===== config.mk =====
export PLATFORM = sky130hd
export DESIGN_NAME = iterative_subtractor
export DESIGN_NICKNAME = d
export VERILOG_FILES = /design/src/rtl/iterative_subtractor.sv
export SDC_FILE = /design/constraint.sdc
export NUM_CORES = 1
export LEC_CHECK = 0
export BUFFER_PORTS_ARGS = -buffer_cell sky130_fd_sc_hd__clkbuf_2
export CAP_MARGIN = 30
export CORE_ASPECT_RATIO = 0.6
export CORE_MARGIN = 4
export CORE_UTILIZATION = 30
export CTS_CLUSTER_DIAMETER = 150
export DETAILED_ROUTE_END_ITERATION = 8
export SLEW_MARGIN = 20
export SYNTH_ARGS = -nofsm -noshare
export SYNTH_HDL_FRONTEND = slang
export SYNTH_SLANG_ARGS = --single-unit

===== constraint.sdc =====
create_clock -name clk -period 7.3 [get_ports clk]
set_clock_uncertainty 0.15 [all_clocks]
set_input_delay 1.46 -clock clk [delete_from_list [all_inputs] [get_ports clk]]
set_output_delay 1.46 -clock clk [all_outputs]
set_load 0.01 [all_outputs]

===== src/rtl/iterative_subtractor.sv =====
// Multi-cycle unsigned subtractor y = a - b, K bits per cycle over S = N/K cycles.
// Latency: S cycles from accept to out_valid. Backpressure: DONE is held while out_ready is low; in_ready only in IDLE.
module iterative_subtractor #(
    parameter int N = 64,
    parameter int K = 8
) (
    input  logic         clk,
    input  logic         rst_n,
    input  logic         in_valid,
    output logic         in_ready,
    input  logic [N-1:0] a,
    input  logic [N-1:0] b,
    output logic         out_valid,
    input  logic         out_ready,
    output logic [N-1:0] y,
    output logic         borrow,
    output logic         zero
);

    localparam int S  = N / K;
    localparam int CW = (S > 1) ? $clog2(S) : 1;

    localparam logic [1:0] ST_IDLE = 2'd0;
    localparam logic [1:0] ST_BUSY = 2'd1;
    localparam logic [1:0] ST_DONE = 2'd2;

    logic [1:0]    state_q, state_d;
    logic [N-1:0]  a_q, a_d;
    logic [N-1:0]  b_q, b_d;
    logic [N-1:0]  y_q, y_d;
    logic [CW-1:0] idx_q, idx_d;
    logic          carry_q, carry_d;
    logic          borrow_q, borrow_d;
    logic          zero_q, zero_d;

    logic [K-1:0]  a_sl, b_sl;
    logic [K:0]    sum0, sum1, sum_sel;
    int            base;

    // Both borrow-in outcomes are formed in parallel; the registered carry only drives the mux.
    always_comb begin
        base    = int'(idx_q) * K;
        a_sl    = a_q[base +: K];
        b_sl    = b_q[base +: K];
        sum0    = {1'b0, a_sl} + {1'b0, ~b_sl};
        sum1    = {1'b0, a_sl} + {1'b0, ~b_sl} + {{K{1'b0}}, 1'b1};
        sum_sel = carry_q ? sum1 : sum0;
    end

    always_comb begin
        state_d  = state_q;
        a_d      = a_q;
        b_d      = b_q;
        y_d      = y_q;
        idx_d    = idx_q;
        carry_d  = carry_q;
        borrow_d = borrow_q;
        zero_d   = zero_q;

        case (state_q)
            ST_IDLE: begin
                if (in_valid) begin
                    a_d     = a;
                    b_d     = b;
                    idx_d   = '0;
                    carry_d = 1'b1;
                    state_d = ST_BUSY;
                end
            end
            ST_BUSY: begin
                y_d[base +: K] = sum_sel[K-1:0];
                carry_d        = sum_sel[K];
                idx_d          = idx_q + CW'(1);
                if (idx_q == CW'(S - 1)) begin
                    idx_d    = '0;
                    borrow_d = ~sum_sel[K];
                    zero_d   = (y_d == '0);
                    state_d  = ST_DONE;
                end
            end
            ST_DONE: begin
                if (out_ready) begin
                    state_d = ST_IDLE;
                end
            end
            default: begin
                state_d = ST_IDLE;
            end
        endcase
    end

    always_ff @(posedge clk or negedge rst_n) begin
        if (!rst_n) begin
            state_q  <= ST_IDLE;
            a_q      <= '0;
            b_q      <= '0;
            y_q      <= '0;
            idx_q    <= '0;
            carry_q  <= 1'b1;
            borrow_q <= 1'b0;
            zero_q   <= 1'b0;
        end else begin
            state_q  <= state_d;
            a_q      <= a_d;
            b_q      <= b_d;
            y_q      <= y_d;
            idx_q    <= idx_d;
            carry_q  <= carry_d;
            borrow_q <= borrow_d;
            zero_q   <= zero_d;
        end
    end

    assign in_ready  = (state_q == ST_IDLE);
    assign out_valid = (state_q == ST_DONE);
    assign y         = y_q;
    assign borrow    = borrow_q;
    assign zero      = zero_q;

endmodule


==> summary.txt, run 1 <==
Critical path
  – Worst Path Required: 7.52 ns
  – Most used cell, CP: inv_1
  – Critical path class: reg2reg
  – CP max-delay cell: dfrtp_2
  – Delay-heaviest family, CP: simple AND/OR/NAND/NOR gates
  – CP bufs+invs: 3
  – Crit-path cells: buf_4 -> mux4_2 -> nand2_1 -> and2_1 -> inv_1 -> fa_1 -> inv_1 -> ha_1 -> o21ai_2 -> o32ai_1 -> nor4_2 -> nand4_1 -> or4_1 -> a211o_1 -> o31ai_2
  – R2R Setup Slk: 1.82 ns
  – FF-to-FF End: zero
  – Maximum fanout along the worst path: 28
  – Worst r2r path cells: 15
  – Reg2reg start: idx_q[0]
  – Element type at the critical path start: register
  – WP data arrival: 5.70 ns
  – CP endpoint kind: register
  – Largest stage delay on the critical path: 0.89 ns

Logic synthesis
  – Syn_nets: 1194
  – Synth Register Bits: 200
  – Post-synthesis sequential area ratio: 51.85%
  – XOR/XNOR Fraction of Synth Area: 1.089%
  – EDFF count, synth: 0
  – Largest family of logic cells by synthesized area: simple AND/OR/NAND/NOR gates
  – Synth Area in Simple Gates: 24.53%
  – Mean Syn Cell Area: 9.240 sq um
  – Synth unique cells: 55
  – Synth async-reset ratio: 100.0%
  – Compound-cell area share of the yosys netlist: 8.371%
  – Post-synthesis mux area share: 8.760%
  – Synth Cell Area: 9656 sq um
  – Ys flop type: dfrtp_1
  – Cells after Synth: 1045
  – YS warnings: 0
  – Adder-cell share of the synthesized area: 2.281%

Detailed routing
  – Vias: 8015
  – Post-detailed-route count of antenna-violating nets: 0
  – DR WL/cell: 18.06 microns
  – Vias per cell: 4.881
  – Drt pass-1 iters: 8
  – 1st-iter DRT viols: 600
  – DRC viols: 0
  – Routed wire length: 29.66 mm

Clocking
  – CTS root buf: clkbuf_16
  – Clock Path Buffers: 2
  – TritonCTS Buffers: 17
  – Hold Buf Count CTS: 0
  – Worst-Skew Late Latency: 0.45 ns
  – Post-CTS Setup Bufs: 0
  – CTS H-Tree Depth: 4
  – TritonCTS clock tree: built
  – Clk slew on worst S/H paths: 0.07 ns
  – Gates resized, CTS repair: 0
  – Clock Sink Count: 200

Timing
  – Max Slew Vio Count: 0
  – Worst-Margin Slew: 0.9123 ns
  – Fin Setup TNS: 0 ns
  – Relative slew slack: 38.71%
  – Period minus WS final: 5.479 ns
  – RSZ-0062 raised after global routing: false
  – Final Hold Fails: 0
  – Peak Freq: 0.1825 GHz
  – Final period utilization: 75.06%
  – Min Hold Slack: 0.3222 ns
  – Setup Viol. Count Final: 0

Finish
  – # nets final: 1363
  – Layout cell share with drive strength beyond 1: 24.31%
  – Antenna cells: 0
  – Layout area overhead: 21.19%

Placement
  – Post-DP HPWL: 21.88 mm
  – IO Port Bufs: 199
  – Final GP Congestion: 0.8833

Min path
  – Hold Crit Class: reg2reg
  – Worst hold path depth: 2
  – Hold wc startpoint: b_q[32]
  – Sink of the worst hold path: b_q[32]

Floorplanning
  – Die Span X: 239.6 microns
  – Initial Util: 30.68%
  – Ports: 200
  – Die ar.: 35210 sq um
  – Site Rows: 50
  – Core area: 31470 sq um
  – Die Y: 147.0 microns

Global routing
  – Largest net degree at the start of global routing: 100
  – GRT Util Overall: 17.19%
  – First-pass GRT wire length: 46.65 mm
  – Antenna violations before repair: 1
  – Vias in the first global route: 7939
  – Congestion Overflow GR: 0

Pwr
  – Pleak: 5.951 nW
  – Max rail drop VDD: 0.6023 mV
  – Pwr/cell area: 599.9 nW/um^2

Run status
  – Status: complete, no violations

Run
  – Max_cap viols: 0
==> synth_stat cells (2+ instances only) <==
library cell / count / area [sq um]
nor2_1: 19 / 71.32
or4_1: 4 / 30.03
o41ai_1: 6 / 52.55
xnor2_1: 7 / 61.31
nor3_1: 10 / 50.05
mux4_2: 32 / 720.7
o32a_1: 2 / 20.02
o21ai_0: 28 / 140.1
or3_1: 8 / 50.05
xor2_1: 5 / 43.79
a211oi_1: 3 / 22.52
buf_6: 2 / 22.52
a211o_1: 2 / 17.52
o31ai_1: 41 / 307.8
nand3_1: 9 / 45.04
nand3b_1: 2 / 15.01
ha_1: 16 / 200.2
a21oi_1: 8 / 40.04
nor2b_1: 2 / 12.51
inv_1: 11 / 41.29
o2111ai_1: 4 / 35.03
nand2_1: 495 / 1858
o22ai_1: 6 / 37.54
or2_2: 3 / 18.77
clkbuf_1: 57 / 214.0
dfrtp_1: 199 / 4980
nor3b_1: 3 / 22.52
nand2b_1: 13 / 81.33
mux2i_1: 8 / 80.08
and2_1: 3 / 18.77
buf_1: 4 / 15.01
o32ai_1: 3 / 26.28
mux2_2: 4 / 45.04
nor4_1: 5 / 31.28
==> report_power, final <==
group          switching, mW  internal (mW)  leakage, nW  total, mW
Sequential             0.376           1.59         2.55       1.96
Combinational           2.59           1.49         3.12       4.08
Clock                  0.451          0.527        0.286      0.978
==> final cells by class <==
cell class	count	area (sq um)
repair buffers	214	1167
fillers	3243	19770
inverters	12	45.04
clock inverters	12	141.4
well taps	416	520.5
multi-input cells	769	4365
flip-flops and latches	200	5009
clock buffers	19	452.9
==> per-layer routing <==
layer	vias to the layer above	track usage, %	routed length, microns
li1	3850	-	-
met2	262	23.07	11800
met5	-	0	11
met1	3874	27.26	15360
met3	27	4.578	2060
met4	2	3.943	416
==> per-stage QoR <==
stage               instances  cell area, sq um  worst slack, ns  utilization [%]  power (mW)
CTS                      1639             11630            1.752            36.96       6.963
global placement         1605             11000            1.853            34.97       5.835
floorplan                1045              9656            1.998                -       4.511
finish                   1642             11700            1.821            37.18       7.020
global route             1642             11700            1.367            37.18       7.589
detailed placement       1608             11040            1.735            35.07       5.961
==> sequential cells by signal, summed over array words and instances, names as in the netlist <==
signal,count
a_q,64
b_q,64
borrow,1
carry_q,1
idx_q,3
state_q,2
y,64
zero,1
==> worst reg2reg max path, cell delays in order (launching register included) <==
cell,delay (ns)
dfrtp_2,0.89
buf_4,0.52
mux4_2,0.56
nand2_1,0.08
and2_1,0.19
inv_1,0.07
fa_1,0.55
inv_1,0.05
ha_1,0.32
o21ai_2,0.47
o32ai_1,0.16
nor4_2,0.27
nand4_1,0.13
or4_1,0.52
a211o_1,0.26
o31ai_2,0.21
==> cells by family after synthesis <==
group,count (synthesis)
AOI/OAI and AO/OA,115
xor gates and xnor gates,12
adders and majority gates,17
buffers and inverters,76
DFF,200
muxes,44
and+or+nand+nor,581
==> placed cells by master, fill, tap and decap left out, drive strengths merged, types with 15 or more instances in the layout <==
cell and instances:
nand2 495, clkbuf 218, dfrtp 199, o31ai 42
mux4 32, o21ai 29, nor2 19, ha 16
inv 16, buf 15
==> worst max path at each step <==
stage	depth (start not counted)	to	start	slack, ns
floorplan	17	zero	idx_q[0]	2.00
global placement	15	zero	idx_q[0]	1.85
detailed placement	15	zero	idx_q[0]	1.73
CTS	15	zero	idx_q[0]	1.75
global route	15	zero	idx_q[0]	1.37
finish	15	zero	idx_q[0]	1.82
No activity file was read; power rests on OpenSTA's default activity.
==> run 2: changes to the inputs <==
ABC_AREA = 1   (was default)
clock period = 4.86 ns   (was 7.3 ns; I/O delays follow)
==> run 2 against run 1 <==
  * Maximum frequency grew 23%
  * Worst hold slack better by 0.0058 ns
  * Wire length rose by 21%
  * Count of clock-buffer cells in the layout down 2
  * Power increased by 51%
  * Sequential power increased by 52%
  * Largest power group unchanged
  * Highest routed layer is now met4
==> summary.txt, run 2 <==
Run status
  – Status: complete, no violations

Logic synthesis
  – Cells after Synth: 1409 (+35%)
  – Synth unique cells: 37 (-33%)
  – EDFF count, synth: 0 (unchanged)
  – Synth Cell Area: 10290 sq um (+6.6%)
  – Synth top cells by count: nand2_1 (633), dfrtp_1 (199), o21ai_0 (144)
  – Syn_nets: 1558 (+30%)
  – Mean Syn Cell Area: 7.307 sq um (-21%)
  – Synth top area cells: dfrtp_1 (48%), nand2_1 (23%), o21ai_0 (7.0%)
  – Post-synth top area share: 48.37% (-3.2 points)
  – YS warnings: 0 (unchanged)
  – Synth area leader: dfrtp_1
  – Ys flop type: dfrtp_1
  – Count leader, synth: nand2_1
  – Synth async-reset ratio: 100.0% (unchanged)
  – Synth Register Bits: 200 (unchanged)
  – Post-synthesis sequential area ratio: 48.63% (-3.2 points)

Critical path
  – CP max-delay cell: fa_1
  – CP bufs+invs: 4 (+1)
  – Critical path class: reg2reg
  – FF-to-FF End: zero
  – Reg2reg start: idx_q[0]
  – Maximum fanout along the worst path: 45 (+61%)
  – R2R Setup Slk: 0.41 ns (-1.41 ns)
  – Delay-heaviest family, CP: simple AND/OR/NAND/NOR gates
  – Crit path depth: 24 (+9)
  – CP endpoint kind: register
  – Element type at the critical path start: register
  – Crit-path cells: buf_4 -> o21ai_0 -> o221ai_1 -> o21ai_0 -> ha_1 -> inv_1 -> fa_1 -> inv_1 -> ha_1 -> nand2_1 -> nor2_1 -> nand3_1 -> nand2_1 -> inv_1 -> nor2_1 -> nand3_1 -> o21ai_0 -> nor2_1 -> nand2_1 -> nor2_1 -> nand3_1 -> nor2_1 -> nand4_1 -> nand2_1
  – Most used cell, CP: nor2_1
  – Worst Path Required: 5.06 ns (-2.46 ns)
  – Largest stage delay on the critical path: 0.43 ns (-0.46 ns)
  – WP data arrival: 4.65 ns (-1.05 ns)
  – Worst r2r path cells: 24 (+9)

Clocking
  – Post-CTS Setup Bufs: 0 (unchanged)
  – Gates resized, CTS repair: 0 (unchanged)
  – Clock Path Buffers: 2 (unchanged)
  – CTS root buf: clkbuf_16
  – Worst-Skew Late Latency: 0.46 ns (about the same)
  – Clk slew on worst S/H paths: 0.08 ns (about the same)
  – CTS H-Tree Depth: 4 (unchanged)
  – Clock Sink Count: 200 (unchanged)
  – TritonCTS Buffers: 17 (unchanged)
  – TritonCTS clock tree: built
  – Hold Buf Count CTS: 0 (unchanged)

Global routing
  – Largest net degree at the start of global routing: 100 (unchanged)
  – Antenna violations before repair: 0 (-1)
  – GRT Util Overall: 19.27% (+2.1 points)
  – Vias in the first global route: 9498 (+20%)
  – Congestion Overflow GR: 0 (unchanged)
  – First-pass GRT wire length: 55.13 mm (+18%)

Floorplanning
  – Ports: 200 (unchanged)
  – Site Rows: 52 (+4.0%)
  – Core area: 33770 sq um (+7.3%)
  – Die Span X: 247.2 microns (+3.1%)
  – Initial Util: 30.49% (-0.20 points)
  – Die ar.: 37440 sq um (+6.3%)
  – Die Y: 151.5 microns (+3.1%)

Finish
  – Fill cell count: 3577 (+10%)
  – Layout cell share with drive strength beyond 1: 18.04% (-6.3 points)
  – Most frequent cells in the layout: nand2_1 (631), dfrtp_1 (198), clkbuf_2 (198)
  – Most common cell after layout, fill and taps aside: nand2_1
  – # nets final: 1721 (+26%)
  – Layout area overhead: 19.74%
  – Final cell count without fillers: 2044 (+24%)
  – Antenna cells: 0 (unchanged)

Pwr
  – Combinational Power Share: 58.6% (+0.5 points)
  – Seq pwr share: 28.1% (+0.2 points)
  – Clk pwr share: 13.3% (-0.6 points)
  – Switching share of power: 52.51% (+3.8 points)
  – Switching power: 5.579 mW (+63%)
  – Tot Pwr: 10.62 mW (+51%)
  – Max rail drop VDD: 0.4176 mV (-31%)
  – Pwr/cell area: 861.9 nW/um^2 (+44%)
  – Pleak: 6.417 nW (+7.8%)
  – Cell-internal power: 5.046 mW (+40%)

Detailed routing
  – Vias: 9971 (+24%)
  – Drt pass-1 iters: 6 (-2)
  – Post-detailed-route count of antenna-violating nets: 0 (unchanged)
  – Routed wire length: 35.84 mm (+21%)
  – DRC viols: 0 (unchanged)
  – DR WL/cell: 17.53 microns (-2.9%)
  – Vias per cell: 4.878 (about the same)
  – 1st-iter DRT viols: 919 (+53%)

Timing
  – Peak Freq: 0.2246 GHz (+23%)
  – Final Hold Fails: 0 (unchanged)
  – Fin Setup TNS: 0 ns (unchanged)
  – RSZ-0062 raised after global routing: false
  – Min Hold Slack: 0.3280 ns (+0.005779 ns)
  – Final period utilization: 91.60% (+17 points)
  – Setup Viol. Count Final: 0 (unchanged)
  – Relative slew slack: 43.85% (+5.1 points)
  – Period minus WS final: 4.452 ns (-1.028 ns)
  – Max Slew Vio Count: 0 (unchanged)
  – Worst-Margin Slew: 0.8422 ns (-0.07005 ns)

Placement
  – IO Port Bufs: 199 (unchanged)
  – Inst Count DP: 2012 (+25%)
  – Post-DP HPWL: 26.89 mm (+23%)
  – Final GP Congestion: 0.9668 (+9.5%)

Min path
  – Sink of the worst hold path: a_q[2]
  – Hold Crit Class: reg2reg
  – Hold wc startpoint: a_q[2]
  – Worst hold path depth: 2 (unchanged)

Run
  – Max_cap viols: 0 (unchanged)
-- run 2: cell type report --
class                   count  area, sq um  area share, %
clock inverters            15        141.4          1.147
inverters                  56        212.7          1.726
repair buffers            216         1157          9.389
well taps                 459        574.3          4.659
flip-flops and latches    200         5007          40.62
clock buffers              17        425.4          3.451
multi-input cells        1081         4808          39.01
-- run 2: kinds of logic (layout without fill, tap and decap cells) --
group | after synthesis | count (layout) | share of synthesized area (%)
simple gates | 854 | 854 | 33.25
compound gates | 207 | 207 | 10.96
flops | 200 | 200 | 48.63
buf+inv | 128 | 304 | 4.764
fa+ha+maj | 17 | 17 | 2.139
xor+xnor | 3 | 3 | 0.2553
-- run 2: tightest hold or removal path, cell delays in order, from the launching register on --
cell and delay, ns:
dfrtp_1 0.34, nand2_1 0.05, nand2_1 0.05
-- run 2: worst max-delay path by stage --
stage	from	endpoint
finish	idx_q[0]	zero
detailed placement	idx_q[0]	zero
global placement	idx_q[0]	zero
global route	idx_q[0]	zero
CTS	idx_q[0]	zero
floorplan	idx_q[0]	zero
-- run 2: routing by layer --
metal	vias to the layer above	routed length (microns)	track usage [%]
li1	4840	-	-
met1	4724	18800	31.59
met2	379	14000	25.48
met5	-	0	0
met4	0	282	3.457
met3	28	2758	4.238
-- run 2: through the flow --
stage,area [sq um],util (%),setup slack [ns]
floorplan,10290,-,0.6482
global placement,11760,34.83,0.6275
detailed placement,11760,34.83,0.5452
CTS,12330,36.51,0.4742
global route,12330,36.51,0.09605
finish,12330,36.51,0.4084
-- run 2: power by group through the flow --
stage | sequential (mW) | clock [mW] | combinational (mW)
finish | 2.98 | 1.41 | 6.23
global route | 3.08 | 1.51 | 7.03
CTS | 2.98 | 1.45 | 6.19
detailed placement | 2.99 | 0 | 6.17
global placement | 3.00 | 0 | 6.06
floorplan | 2.90 | 0 | 4.21
==> run 3: changes to the inputs <==
CORE_UTILIZATION = 35   (was 30)
==> run 3 against run 2 <==
  * Sequential cell count unchanged
  * Via count is 0.78% lower
  * First-iteration DRC count increased by 7.0%
  * Global-route usage up 2.1 points
  * Die area shrank 14%
  * Final cell count is 3.0% lower
  * Utilization rose by 6.1 points
  * Worst hold slack got worse by 0.0027 ns
  * Critical path depth is 3 higher
  * Register-to-register slack got worse by 0.05 ns
  * Cell area down 0.18%
  * Largest power group unchanged
  * Highest routed layer unchanged
==> summary.txt, run 3 (synthesis results as in run 2) <==
Run status
  – Status: complete, no violations

Placement
  – Post-DP HPWL: 25.26 mm (-6.1%)
  – IO Port Bufs: 199 (unchanged)
  – Inst Count DP: 1950 (-3.1%)
  – Final GP Congestion: 0.9287 (-3.9%)
  – DP Area: 11680 sq um (-0.71%)

Critical path
  – Worst Path Required: 5.08 ns (+0.02 ns)
  – Worst r2r path cells: 27 (+13%)
  – CP endpoint kind: register
  – Element type at the critical path start: register
  – Critical path class: reg2reg
  – Maximum fanout along the worst path: 35 (-22%)
  – WP data arrival: 4.72 ns (+0.07 ns)

Timing
  – RSZ-0062 raised after global routing: false
  – Setup Viol. Count Final: 0 (unchanged)
  – Peak Freq: 0.2219 GHz (-1.2%)
  – Relative slew slack: 42.88% (-0.98 points)
  – Fin Setup TNS: 0 ns (unchanged)
  – Final period utilization: 92.73% (+1.1 points)
  – Period minus WS final: 4.506 ns (+0.05489 ns)
  – Max Slew Vio Count: 0 (unchanged)
  – Final Hold Fails: 0 (unchanged)
  – Worst-Margin Slew: 0.8568 ns (+0.01463 ns)

Global routing
  – Largest net degree at the start of global routing: 102 (+2.0%)
  – Antenna violations before repair: 0 (unchanged)
  – First-pass GRT wire length: 53.92 mm (-2.2%)
  – Congestion Overflow GR: 0 (unchanged)
  – GRT Util Overall: 21.41% (+2.1 points)
  – Vias in the first global route: 9357 (-1.5%)

Pwr
  – Switching power: 5.472 mW (-1.9%)
  – Pwr/cell area: 864.0 nW/um^2 (+0.24%)
  – Seq pwr share: 28.2% (about the same)
  – Max rail drop VDD: 0.4689 mV (+12%)
  – Clk pwr share: 14.1% (+0.8 points)
  – Pleak: 6.439 nW (+0.34%)
  – Switching share of power: 51.48% (-1.0 points)
  – Combinational Power Share: 57.7% (-0.9 points)
  – Cell-internal power: 5.158 mW (+2.2%)

Detailed routing
  – Metal2 WL: 13.33 mm (-4.8%)
  – Routed wire length: 34.23 mm (-4.5%)
  – Post-detailed-route count of antenna-violating nets: 0 (unchanged)
  – Drt pass-1 iters: 6 (unchanged)
  – DRC viols: 0 (unchanged)
  – Vias per cell: 4.989 (+2.3%)
  – Vias: 9893 (-0.78%)
  – Post-Route M1 WL: 17.47 mm (-7.1%)
  – Max layer used: met4
  – 1st-iter DRT viols: 983 (+7.0%)
  – DR WL/cell: 17.26 microns (-1.6%)
  – Met3 Routed Length: 3.046 mm (+10%)

Clocking
  – Hold Buf Count CTS: 0 (unchanged)
  – CTS root buf: clkbuf_16
  – Worst-Skew Late Latency: 0.47 ns (about the same)
  – Clk slew on worst S/H paths: 0.08 ns (about the same)
  – Post-CTS Setup Bufs: 0 (unchanged)
  – Gates resized, CTS repair: 0 (unchanged)
  – CTS H-Tree Depth: 4 (unchanged)
  – Clock Sink Count: 200 (unchanged)
  – TritonCTS clock tree: built
  – Clock Path Buffers: 2 (unchanged)
  – TritonCTS Buffers: 17 (unchanged)

Floorplanning
  – Die ar.: 32310 sq um (-14%)
  – Site Rows: 48 (-7.7%)
  – Ports: 200 (unchanged)
  – Core area: 28890 sq um (-14%)
  – Die Y: 140.8 microns (-7.0%)
  – Die Span X: 229.4 microns (-7.2%)
  – Initial Util: 35.64% (+5.1 points)

Finish
  – Layout cell share with drive strength beyond 1: 17.88% (-0.17 points)
  – Antenna cells: 0 (unchanged)
  – Fill cell count: 3001 (-16%)
  – Most frequent cells in the layout: nand2_1 (631), dfrtp_1 (198), clkbuf_2 (198)
  – Layout area overhead: 19.52%
  – Final cell count without fillers: 1983 (-3.0%)
  – Design area: 12300 sq um (-0.18%)
  – Most common cell after layout, fill and taps aside: nand2_1
  – # nets final: 1719 (-0.12%)

Run
  – Max_cap viols: 0 (unchanged)

Min path
  – Worst hold path depth: 2 (unchanged)
  – Hold Crit Class: reg2reg
[run 3: cell count changes in the layout (fill, tap and decap cells not counted)]
cell / delta
buf_4: -4
buf_12: +1
clkbuf_8: +1
clkinvlp_4: -1
clkbuf_1: +1
clkinv_2: -2
inv_8: -1
buf_16: +1
inv_6: +1
clkinv_8: -2
bufinv_16: +2
clkinv_4: +1
[run 3: per-layer routing]
layer / up-vias / GRT usage (%)
li1: 4861 / -
met1: 4621 / 33.72
met2: 379 / 28.38
met3: 32 / 6.765
met4: 0 / 4.287
met5: - / 0
[run 3: area by class of cell]
cell class	instances	area, sq um	share of cell area (%)
tap	400	500.5	4.068
multi-input combinational	1081	4808	39.08
sequential	200	5007	40.70
clock buffer	19	442.9	3.600
inverter	56	212.7	1.729
clock inverter	13	157.7	1.281
timing repair buffer	214	1175	9.549
[run 3: final timing paths]
path	start	endpoint	slack, ns
setup / recovery	idx_q[0]	zero	0.35
hold / removal	b_q[9]	b_q[9]	0.33
setup reg to reg	idx_q[0]	zero	0.35
hold reg to reg	b_q[9]	b_q[9]	0.33
max in group asynchronous	rst_n	a_q[46]	3.07
min in group asynchronous	rst_n	b_q[27]	0.43
[run 3: power groups by stage]
stage	combinational [mW]	clock, mW	sequential [mW]
4_1_cts	6.07	1.52	2.99
2_1_floorplan	4.21	0	2.90
3_3_place_gp	5.98	0	3.02
3_5_place_dp	6.04	0	3.01
5_1_grt	6.96	1.58	3.10
6_report	6.13	1.50	3.00
[run 3: stage by stage]
step / hold WS, ns / power (mW) / util [%] / setup slack (ns)
final: 0.3253 / 10.63 / 42.59 / 0.3535
after CTS: 0.3307 / 10.58 / 42.50 / 0.4692
after floorplan: 0.2936 / 7.107 / - / 0.6482
after detailed placement: 0.3094 / 9.045 / 40.42 / 0.4902
after global routing: 0.3530 / 11.64 / 42.59 / 0.009420
after global placement: 0.3084 / 9.003 / 40.42 / 0.5319
[run 3: worst max-delay path, cell delays in order, from the launching register on]
cell and delay [ns]:
dfrtp_2 0.43, inv_2 0.27, buf_12 0.24, o21ai_0 0.10, o22ai_1 0.13, nand2_1 0.07
o211ai_1 0.11, ha_1 0.23, inv_1 0.06, fa_1 0.51, inv_1 0.07, ha_1 0.19
nand2_1 0.09, inv_1 0.05, nand3_1 0.06, nand2_1 0.07, nor2_1 0.31, nand3_1 0.24
o21ai_0 0.37, nor2_1 0.07, nand2_1 0.11, nor2_1 0.06, nand3_1 0.11, nor2_1 0.05
nand3_1 0.08, nor2_1 0.06, nand4_1 0.07, nand2_1 0.05
